## src/rtl/hex_scan_ctrl_if.sv

```systemverilog
// Bus bundle between the CPU-side writer and the hex scan controller.
// The master side loads display values and sets blanking; the slave side
// (the controller) returns the handshake and the per-digit scan outputs.
interface hex_scan_ctrl_if;
  logic        wr_en;
  logic [31:0] wr_data;
  logic        blank_lz;
  logic        wr_ready;
  logic [7:0]  dig_sel;
  logic [3:0]  dig_nib;
  logic        dig_blank;
  logic        frame_done;
  logic [31:0] shown;

  modport master (
    output wr_en, wr_data, blank_lz,
    input  wr_ready, dig_sel, dig_nib, dig_blank, frame_done, shown
  );

  modport slave (
    input  wr_en, wr_data, blank_lz,
    output wr_ready, dig_sel, dig_nib, dig_blank, frame_done, shown
  );
endinterface

```

## src/rtl/hex_scan_ctrl.sv

```systemverilog
// Time-multiplexed scan controller for an 8-digit hex display.
// Steps through the eight nibbles of the displayed value, DIV cycles per
// digit, and swaps in new values only at the frame boundary so one scan
// never mixes old and new digits.
module hex_scan_ctrl #(
  parameter int DIV = 4
) (
  input  logic           clk,
  input  logic           rst,
  hex_scan_ctrl_if.slave bus
);

  localparam int CW = (DIV > 1) ? $clog2(DIV) : 1;
  localparam logic [CW-1:0] CNT_MAX = CW'(DIV - 1);

  logic [CW-1:0] cnt_r;
  logic [2:0]    idx_r;
  logic [31:0]   shown_r;
  logic [31:0]   pend_data_r;
  logic          pending_r;
  logic          frame_done_r;

  logic          tick_s;
  logic          wrap_s;
  logic [31:0]   upper_s;
  logic [7:0]    dig_sel_s;
  logic [3:0]    dig_nib_s;
  logic          dig_blank_s;

  // Tick and frame-wrap detection from the prescaler and digit index.
  always_comb begin
    tick_s = (cnt_r == CNT_MAX);
    wrap_s = tick_s && (idx_r == 3'd7);
  end

  // Prescaler, digit index and frame-done pulse.
  always_ff @(posedge clk or negedge rst) begin
    if (!rst) begin
      cnt_r        <= '0;
      idx_r        <= 3'd0;
      frame_done_r <= 1'b0;
    end else begin
      frame_done_r <= wrap_s;
      if (tick_s) begin
        cnt_r <= '0;
        idx_r <= idx_r + 3'd1;
      end else begin
        cnt_r <= cnt_r + CW'(1);
        idx_r <= idx_r;
      end
    end
  end

  // Update buffering: direct writes on the wrap edge win over the pending
  // value; any other write just refreshes the buffer (last write wins).
  always_ff @(posedge clk or negedge rst) begin
    if (!rst) begin
      shown_r     <= 32'd0;
      pend_data_r <= 32'd0;
      pending_r   <= 1'b0;
    end else if (wrap_s) begin
      if (bus.wr_en) begin
        shown_r   <= bus.wr_data;
        pending_r <= 1'b0;
      end else if (pending_r) begin
        shown_r   <= pend_data_r;
        pending_r <= 1'b0;
      end else begin
        shown_r   <= shown_r;
        pending_r <= pending_r;
      end
    end else if (bus.wr_en) begin
      pend_data_r <= bus.wr_data;
      pending_r   <= 1'b1;
    end else begin
      pend_data_r <= pend_data_r;
      pending_r   <= pending_r;
    end
  end

  // Digit decode; blanking keeps the true nibble and select, only flags dark.
  always_comb begin
    upper_s     = shown_r >> {idx_r, 2'b00};
    dig_sel_s   = 8'd1 << idx_r;
    dig_nib_s   = upper_s[3:0];
    dig_blank_s = 1'b0;
    if (bus.blank_lz && (idx_r != 3'd0) && (upper_s == 32'd0)) begin
      dig_blank_s = 1'b1;
    end else begin
      dig_blank_s = 1'b0;
    end
  end

  assign bus.wr_ready   = ~pending_r;
  assign bus.dig_sel    = dig_sel_s;
  assign bus.dig_nib    = dig_nib_s;
  assign bus.dig_blank  = dig_blank_s;
  assign bus.frame_done = frame_done_r;
  assign bus.shown      = shown_r;

endmodule
```

## src/flat_wrapper.sv

```systemverilog
// flat-port wrapper written by rule: the top's interface ports become plain ports
module hex_scan_ctrl_flat 
#(
  parameter int DIV = 4
)
  (clk, rst, bus_wr_en, bus_wr_data, bus_blank_lz, bus_wr_ready, bus_dig_sel, bus_dig_nib, bus_dig_blank, bus_frame_done, bus_shown);
  hex_scan_ctrl_if bus_i ();
  input  logic clk;
  input  logic rst;
  input wire logic [$bits(bus_i.wr_en)-1:0] bus_wr_en;
  input wire logic [$bits(bus_i.wr_data)-1:0] bus_wr_data;
  input wire logic [$bits(bus_i.blank_lz)-1:0] bus_blank_lz;
  output wire logic [$bits(bus_i.wr_ready)-1:0] bus_wr_ready;
  output wire logic [$bits(bus_i.dig_sel)-1:0] bus_dig_sel;
  output wire logic [$bits(bus_i.dig_nib)-1:0] bus_dig_nib;
  output wire logic [$bits(bus_i.dig_blank)-1:0] bus_dig_blank;
  output wire logic [$bits(bus_i.frame_done)-1:0] bus_frame_done;
  output wire logic [$bits(bus_i.shown)-1:0] bus_shown;
  assign bus_i.wr_en = bus_wr_en;
  assign bus_i.wr_data = bus_wr_data;
  assign bus_i.blank_lz = bus_blank_lz;
  assign bus_wr_ready = bus_i.wr_ready;
  assign bus_dig_sel = bus_i.dig_sel;
  assign bus_dig_nib = bus_i.dig_nib;
  assign bus_dig_blank = bus_i.dig_blank;
  assign bus_frame_done = bus_i.frame_done;
  assign bus_shown = bus_i.shown;
  hex_scan_ctrl #(.DIV(DIV)) u_core (.clk(clk), .rst(rst), .bus(bus_i));
endmodule
```

## config.mk

```make
export PLATFORM = sky130hd
export DESIGN_NAME = hex_scan_ctrl_flat
export DESIGN_NICKNAME = d
export VERILOG_FILES = /design/src/rtl/hex_scan_ctrl_if.sv /design/src/rtl/hex_scan_ctrl.sv /design/src/flat_wrapper.sv
export SDC_FILE = /design/constraint.sdc
export NUM_CORES = 1
export LEC_CHECK = 0
export ABC_AREA = 1
export CAP_MARGIN = 20
export CORE_MARGIN = 2
export CORE_UTILIZATION = 35
export CTS_CLUSTER_DIAMETER = 40
export CTS_CLUSTER_SIZE = 8
export DETAILED_ROUTE_END_ITERATION = 12
export PLACE_DENSITY = 0.68
export SLEW_MARGIN = 10
export SYNTH_ARGS = -nofsm -noshare
export SYNTH_HDL_FRONTEND = slang
export SYNTH_SLANG_ARGS = --single-unit
```

## constraint.sdc

```tcl
create_clock -name clk -period 1.95 [get_ports clk]
set_input_delay 0.195 -clock clk [delete_from_list [all_inputs] [get_ports clk]]
set_output_delay 0.195 -clock clk [all_outputs]
set_load 0.005 [all_outputs]
```

==> results.yml, run 1 <==
run_status:
  status: "finished with violations"
  violations: "setup timing"
setup_path:
  critPathMaxStageDelay_ps: 450
  worstPathArrival_ps: 1940
  path_class: "flop to primary output"
  crit_fanout: 29
  crit_path_end_kind: "primary output"
  cp-start-kind: "flop"
  crit_required_ps: 1750
  cp_cell_sequence: "buf_12 > nand2_1 > buf_4 > nand4_1 > nor2_1 > nand3_1 > nand2_1 > nand3_1 > a21oi_2 > buf_2"
  worst_path_max_delay_cell: "dfrtp_2"
die:
  coreArea_um2: 10700
  die_h_um: 108.2
  placementRows: 38
  die_x_um: 108.2
  die_area_um2: 11700
  pin_count: 83
  start_util_pct: 35.51
timing:
  postLayoutSetupSlackWorst_ps: -180.8
  setup_violations: 6
  clock.fmax_mhz: 469.3
  fin_crit_sh_pct: 109.3
  drv_slew: 0
  hold_viol_final: 0
  clock_skew_ps: 11.82
  tightest_slew_ps: 652.6
  finalSetupTns_ps: -661.4
  rsz0062_at_grt: "true"
  relSlewSlack_pct: 56.49
  fin_crit_ps: 2131
clock_tree:
  numClockSinks: 71
  cts_buffers: 9
  cts.reportedPaths.clkPinSlew_ps: 80
  h-tree-depth: 3
  cts_tree: "done"
  clk_latency_ps: 350
  root_buffer: "clkbuf_8"
  clk_path_buf_depth: 2
logic_synthesis:
  syn-num-nets: 525
  ys_ff_latch: 71
  synth_edf_count: 0
  synthTopCellsByArea: "dfrtp_1 47%, nand2_1 15%, o21ai_0 5.7%, inv_1 5.6%, nand3_1 4.3%"
  avgSynthCellArea_um2: 7.881
  synthTopCellsByCount: "151 x nand2_1, 71 x dfrtp_1, 57 x inv_1"
  yosysUniqueCellTypes: 30
  seq_area_frac_synth_pct: 46.77
  syn-instance-count: 482
  netlist.area_leader.share_pct: 46.77
  ys.flop_type: "dfrtp_1"
  yosys.area.top_type: "dfrtp_1"
  synthArstFlopShare_pct: 100.0
  ys_warn_count: 0
  yosysMostFrequentCell: "nand2_1"
  syn_area_um2: 3799
routing:
  avgViaCountPerCell: 4.809
  drt_iter0_drc: 179
  first_pass_iters: 4
  wl_per_cell_um: 14.53
  drc_errors: 0
  ant_nets: 0
  vias: 3616
  finalWirelength_mm: 10.92
placement:
  dpl.hpwl_mm: 7.539
  port_buffers: 82
  routabilityCongestion: 0.8841
global_route:
  antenna_found_initial: 0
  grt_max_degree: 46
  grt-ovfl-total: 0
  grt_pass1_wl_mm: 17.98
  grt_pass1_vias: 3721
  grt_usage_pct: 19.87
finish:
  syn2layout_area_growth_pct: 47.13
  diodes: 0
  fill_cells: 1014
  layout.nets: 650
  drive_gt1_share_pct: 19.93
power_and_ir_drop:
  vdd_drop_max_mv: 0.3245
  p_per_area_nw_per_um2: 666.1
  p_leak_nw: 2.726
  total_power_mw: 3.723
hold_path:
  hp-class: "input port to flop"
flow_run:
  max_cap_violations: 0
==> registers in the layout (all words and copies together), names as in the netlist <==
register and cells:
u_core.pending_r 1, u_core.cnt_r 2, u_core.idx_r 3, u_core.bus.frame_done 1
u_core.bus.shown 32, u_core.pend_data_r 32
==> metrics by stage <==
step / area [µm²] / worst slack (ps) / hold WS (ps) / instances / util (%)
after floorplan: 3799 / 210.8 / -100.6 / 482 / -
after global placement: 5079 / -237.5 / 243.3 / 725 / 47.47
after detailed placement: 5079 / -273.6 / 251.7 / 725 / 47.47
after CTS: 5563 / -211.8 / 206.1 / 752 / 52.00
after global routing: 5589 / -353.8 / 229.2 / 752 / 52.25
final: 5589 / -180.8 / 227.2 / 752 / 52.25
==> worst paths after layout <==
kind                            slack, ps  cells past startpoint                      to            start
worst max-delay path                 -180                     10           bus_dig_blank  u_core.idx_r[0]
worst min-delay path                  230                      3    u_core.bus.shown[28]        bus_wr_en
worst max register to register         90                      7  u_core.pend_data_r[23]  u_core.idx_r[0]
worst min register to register        440                      1         u_core.cnt_r[0]  u_core.cnt_r[0]
max in group asynchronous             970                      3    u_core.bus.shown[20]              rst
min in group asynchronous             410                      2  u_core.pend_data_r[22]              rst
==> critical path: cells and delay by family (launching register included) <==
| family | cells | cell delay (ps) |
|---|---|---|
| AOI/OAI and AO/OA | 1 | 120 |
| and+or+nand+nor | 6 | 580 |
| DFF | 1 | 450 |
| buffers and inverters | 3 | 420 |
==> layout by cell type (no fill, tap or decap), types with 12 or more instances in the layout <==
master           count
o211ai_1            21
inv_1               57
nand2_1            143
clkdlybuf4s50_1     71
nor2_1              26
o21ai_0             43
dfrtp_1             70
nand2_2             12
buf_4               42
nand3_1             28
==> routing by layer <==
metal  GRT usage, %  vias up  share of wire [%]
met5              0        -                  0
met1          24.77     1719                 45
met2          34.46       75                 50
li1               -     1807                  -
met3          3.858       15                3.7
met4          6.777        0                2.1
==> area by class of cell <==
cell class / instances / area [µm²] / share of cell area (%)
Clock buffer: 11 / 151.4 / 2.709
Tap cell: 140 / 175.2 / 3.134
Sequential cell: 71 / 1778 / 31.81
Clock inverter: 5 / 80.08 / 1.433
Multi-Input combinational cell: 325 / 1730 / 30.96
Timing Repair Buffer: 141 / 1445 / 25.86
Inverter: 59 / 229.0 / 4.097
==> logic make-up after synthesis <==
group,share of synthesized area (%)
AO/OA/AOI/OAI,13.37
AND/OR/NAND/NOR,24.05
adder cells (fa/ha/maj),2.306
buffers and inverters,10.01
flip-flops,46.77
multiplexers,3.261
XOR/XNOR,0.2306
==> repair_timing <==
item / in CTS / in global routing
endpoints found under the hold margin: 23 / 0
hold buffers: 1 / 0
gates resized for setup: 44 / 6
gates cloned: 4 / 0
pin swaps: 11 / 1
setup endpoints to repair: 30 / 69
setup buffers: 6 / 0
==> report_power, final <==
group,internal [mW],switching (mW)
combinational,0.365,0.295
clock,0.788,0.581
sequential,1.59,0.0994
total,2.75,0.975
(Power assumes the default switching activity.)
==> run 2: changes to the inputs <==
--- a/config.mk
+++ b/config.mk
@@ -7,11 +7,12 @@
 export LEC_CHECK = 0
 export ABC_AREA = 1
 export CAP_MARGIN = 20
-export CORE_MARGIN = 2
+export CORE_MARGIN = 10
 export CORE_UTILIZATION = 35
-export CTS_CLUSTER_DIAMETER = 40
+export CTS_CLUSTER_DIAMETER = 100
 export CTS_CLUSTER_SIZE = 8
 export DETAILED_ROUTE_END_ITERATION = 12
+export GPL_ROUTABILITY_DRIVEN = 0
 export PLACE_DENSITY = 0.68
 export SLEW_MARGIN = 10
 export SYNTH_ARGS = -nofsm -noshare
==> run 2 against run 1 <==
Effect of this change: utilization is 1.4 points higher; largest cell class is now multi-input combinational cells; sequential power barely moved; global-route usage is 5.0 points lower; via count up 1.7%; final area rose by 0.49%; worst hold slack got worse by 16 ps; the flow still finishes with violations (setup timing).
==> results.yml, run 2 (synthesis results as in run 1) <==
die:
  pin_count: 83
  die_h_um: 124.2
  placementRows: 37
  die_area_um2: 15420
  coreArea_um2: 10460
  die_x_um: 124.2
  start_util_pct: 36.31
routing:
  drt_iter0_drc: 316
  avgViaCountPerCell: 5.022
  ant_nets: 0
  first_pass_iters: 5
  finalWirelength_mm: 11.43
  vias: 3676
  wl_per_cell_um: 15.62
  drc_errors: 0
finish:
  instances_no_fill: 732
  final_cell_area_um2: 5617
  diodes: 0
  layout.nets: 635
  final_util_pct: 53.68
  drive_gt1_share_pct: 21.98
  syn2layout_area_growth_pct: 47.86
  layout_commonest_cell: "nand2_1"
  final_cell_mix: "125 x nand2_1, 70 x dfrtp_1, 67 x clkdlybuf4s50_1, 56 x inv_1, 42 x o21ai_0"
timing:
  rsz0062_at_grt: "true"
  hold-worst-slack_ps: 210.9
  fin_crit_sh_pct: 112.8
  hold_viol_final: 0
  drv_slew: 0
  clock.fmax_mhz: 454.5
  postLayoutSetupSlackWorst_ps: -250.4
  clock_skew_ps: 8.396
  relSlewSlack_pct: 68.53
  finalSetupTns_ps: -673.4
  fin_crit_ps: 2200
  tightest_slew_ps: 472.0
  setup_violations: 5
run_status:
  violations: "setup timing"
  status: "finished with violations"
clock_tree:
  h-tree-depth: 3
  clk_path_buf_depth: 2
  cts.reportedPaths.clkPinSlew_ps: 70
  cts_tree: "done"
  numClockSinks: 71
  root_buffer: "clkbuf_8"
  cts_buffers: 9
  clk_latency_ps: 340
flow_run:
  max_cap_violations: 0
setup_path:
  worstPathArrival_ps: 2010
  critPathMaxStageDelay_ps: 450
  cp_cell_sequence: "buf_6 > buf_16 > nand2_2 > nand3_2 > nand2_2 > nand2_1 > inv_1 > nand2_1 > nor2_1 > nand3_1 > a21oi_1 > buf_2"
  crit_path_end_kind: "primary output"
  cp-start-kind: "flop"
  crit_required_ps: 1750
  crit_family: "simple AND/OR/NAND/NOR gates"
  path_class: "flop to primary output"
  crit_buf_inv: 4
  crit_fanout: 7
  worst_path_max_delay_cell: "dfrtp_2"
hold_path:
  hp-class: "input port to flop"
global_route:
  grt_usage_pct: 14.87
  grt_pass1_wl_mm: 18.22
  antenna_found_initial: 1
  grt-ovfl-total: 0
  grt_max_degree: 72
  grt_pass1_vias: 3659
placement:
  dp.cells: 704
  port_buffers: 82
  placed_area_um2: 4946
  pre_cts_ws_ps: -197.2
  dpl.hpwl_mm: 7.713
power_and_ir_drop:
  p_leak_nw: 2.719
  vdd_drop_max_mv: 0.5192
  p_per_area_nw_per_um2: 659.1
  total_power_mw: 3.702
==> run 2: cell types whose count changed in the layout (fill, tap and decap cells not counted), moves of 4 or more <==
| cell | delta |
|---|---|
| nand3_1 | -4 |
| nand3_2 | +4 |
| clkdlybuf4s50_1 | -4 |
| nand2_2 | +16 |
| nand2_1 | -18 |
| buf_4 | -17 |
==> run 2: power by group <==
part           internal, mW  switching, mW
clock                 0.817          0.538
sequential             1.59          0.109
combinational         0.349          0.294
total                  2.76          0.941
==> run 2: path summary, 6_finish.rpt <==
| path | startpoint | end | slack (ps) | depth (start not counted) |
|---|---|---|---|---|
| setup / recovery | u_core.idx_r[0] | bus_dig_blank | -250 | 12 |
| hold / removal | bus_wr_en | u_core.bus.shown[0] | 210 | 3 |
| setup reg to reg | u_core.idx_r[0] | u_core.bus.shown[30] | 90 | 10 |
| hold reg to reg | u_core.cnt_r[0] | u_core.cnt_r[0] | 430 | 1 |
| max in group asynchronous | rst | u_core.idx_r[0] | 1200 | 3 |
| min in group asynchronous | rst | u_core.pend_data_r[8] | 400 | 3 |
==> run 2: per-layer routing <==
layer	track usage, %	vias to the layer above	wire length (µm)
li1	-	1774	-
met1	18.06	1708	4635
met2	24.70	165	5525
met3	3.937	27	945
met4	5.612	2	314
met5	0	-	13
==> run 2: worst reg2reg max path, delay by kind of cell (launching register included) <==
kind / cells / cell delay (ps)
buf+inv: 4 / 580
flops: 1 / 450
fa+ha+maj: 2 / 330
compound gates: 3 / 280
simple gates: 1 / 90
==> run 2: what timing repair did <==
item / 4_1_cts / 5_1_grt
pin swaps: 14 / 13
gates resized for setup: 58 / 28
cloned: 6 / 0
endpoints found under the hold margin: 71 / 0
buffers inserted: 6 / 0
hold buffers: 1 / 0
endpoints found under the setup margin: 45 / 57
==> run 2: cell type report <==
class,instances,area (µm²)
Clock buffer,12,165.2
Clock inverter,3,65.06
Fill cell,957,4846
Inverter,59,229.0
Multi-Input combinational cell,325,1834
Sequential cell,71,1778
Tap cell,136,170.2
Timing Repair Buffer,126,1375
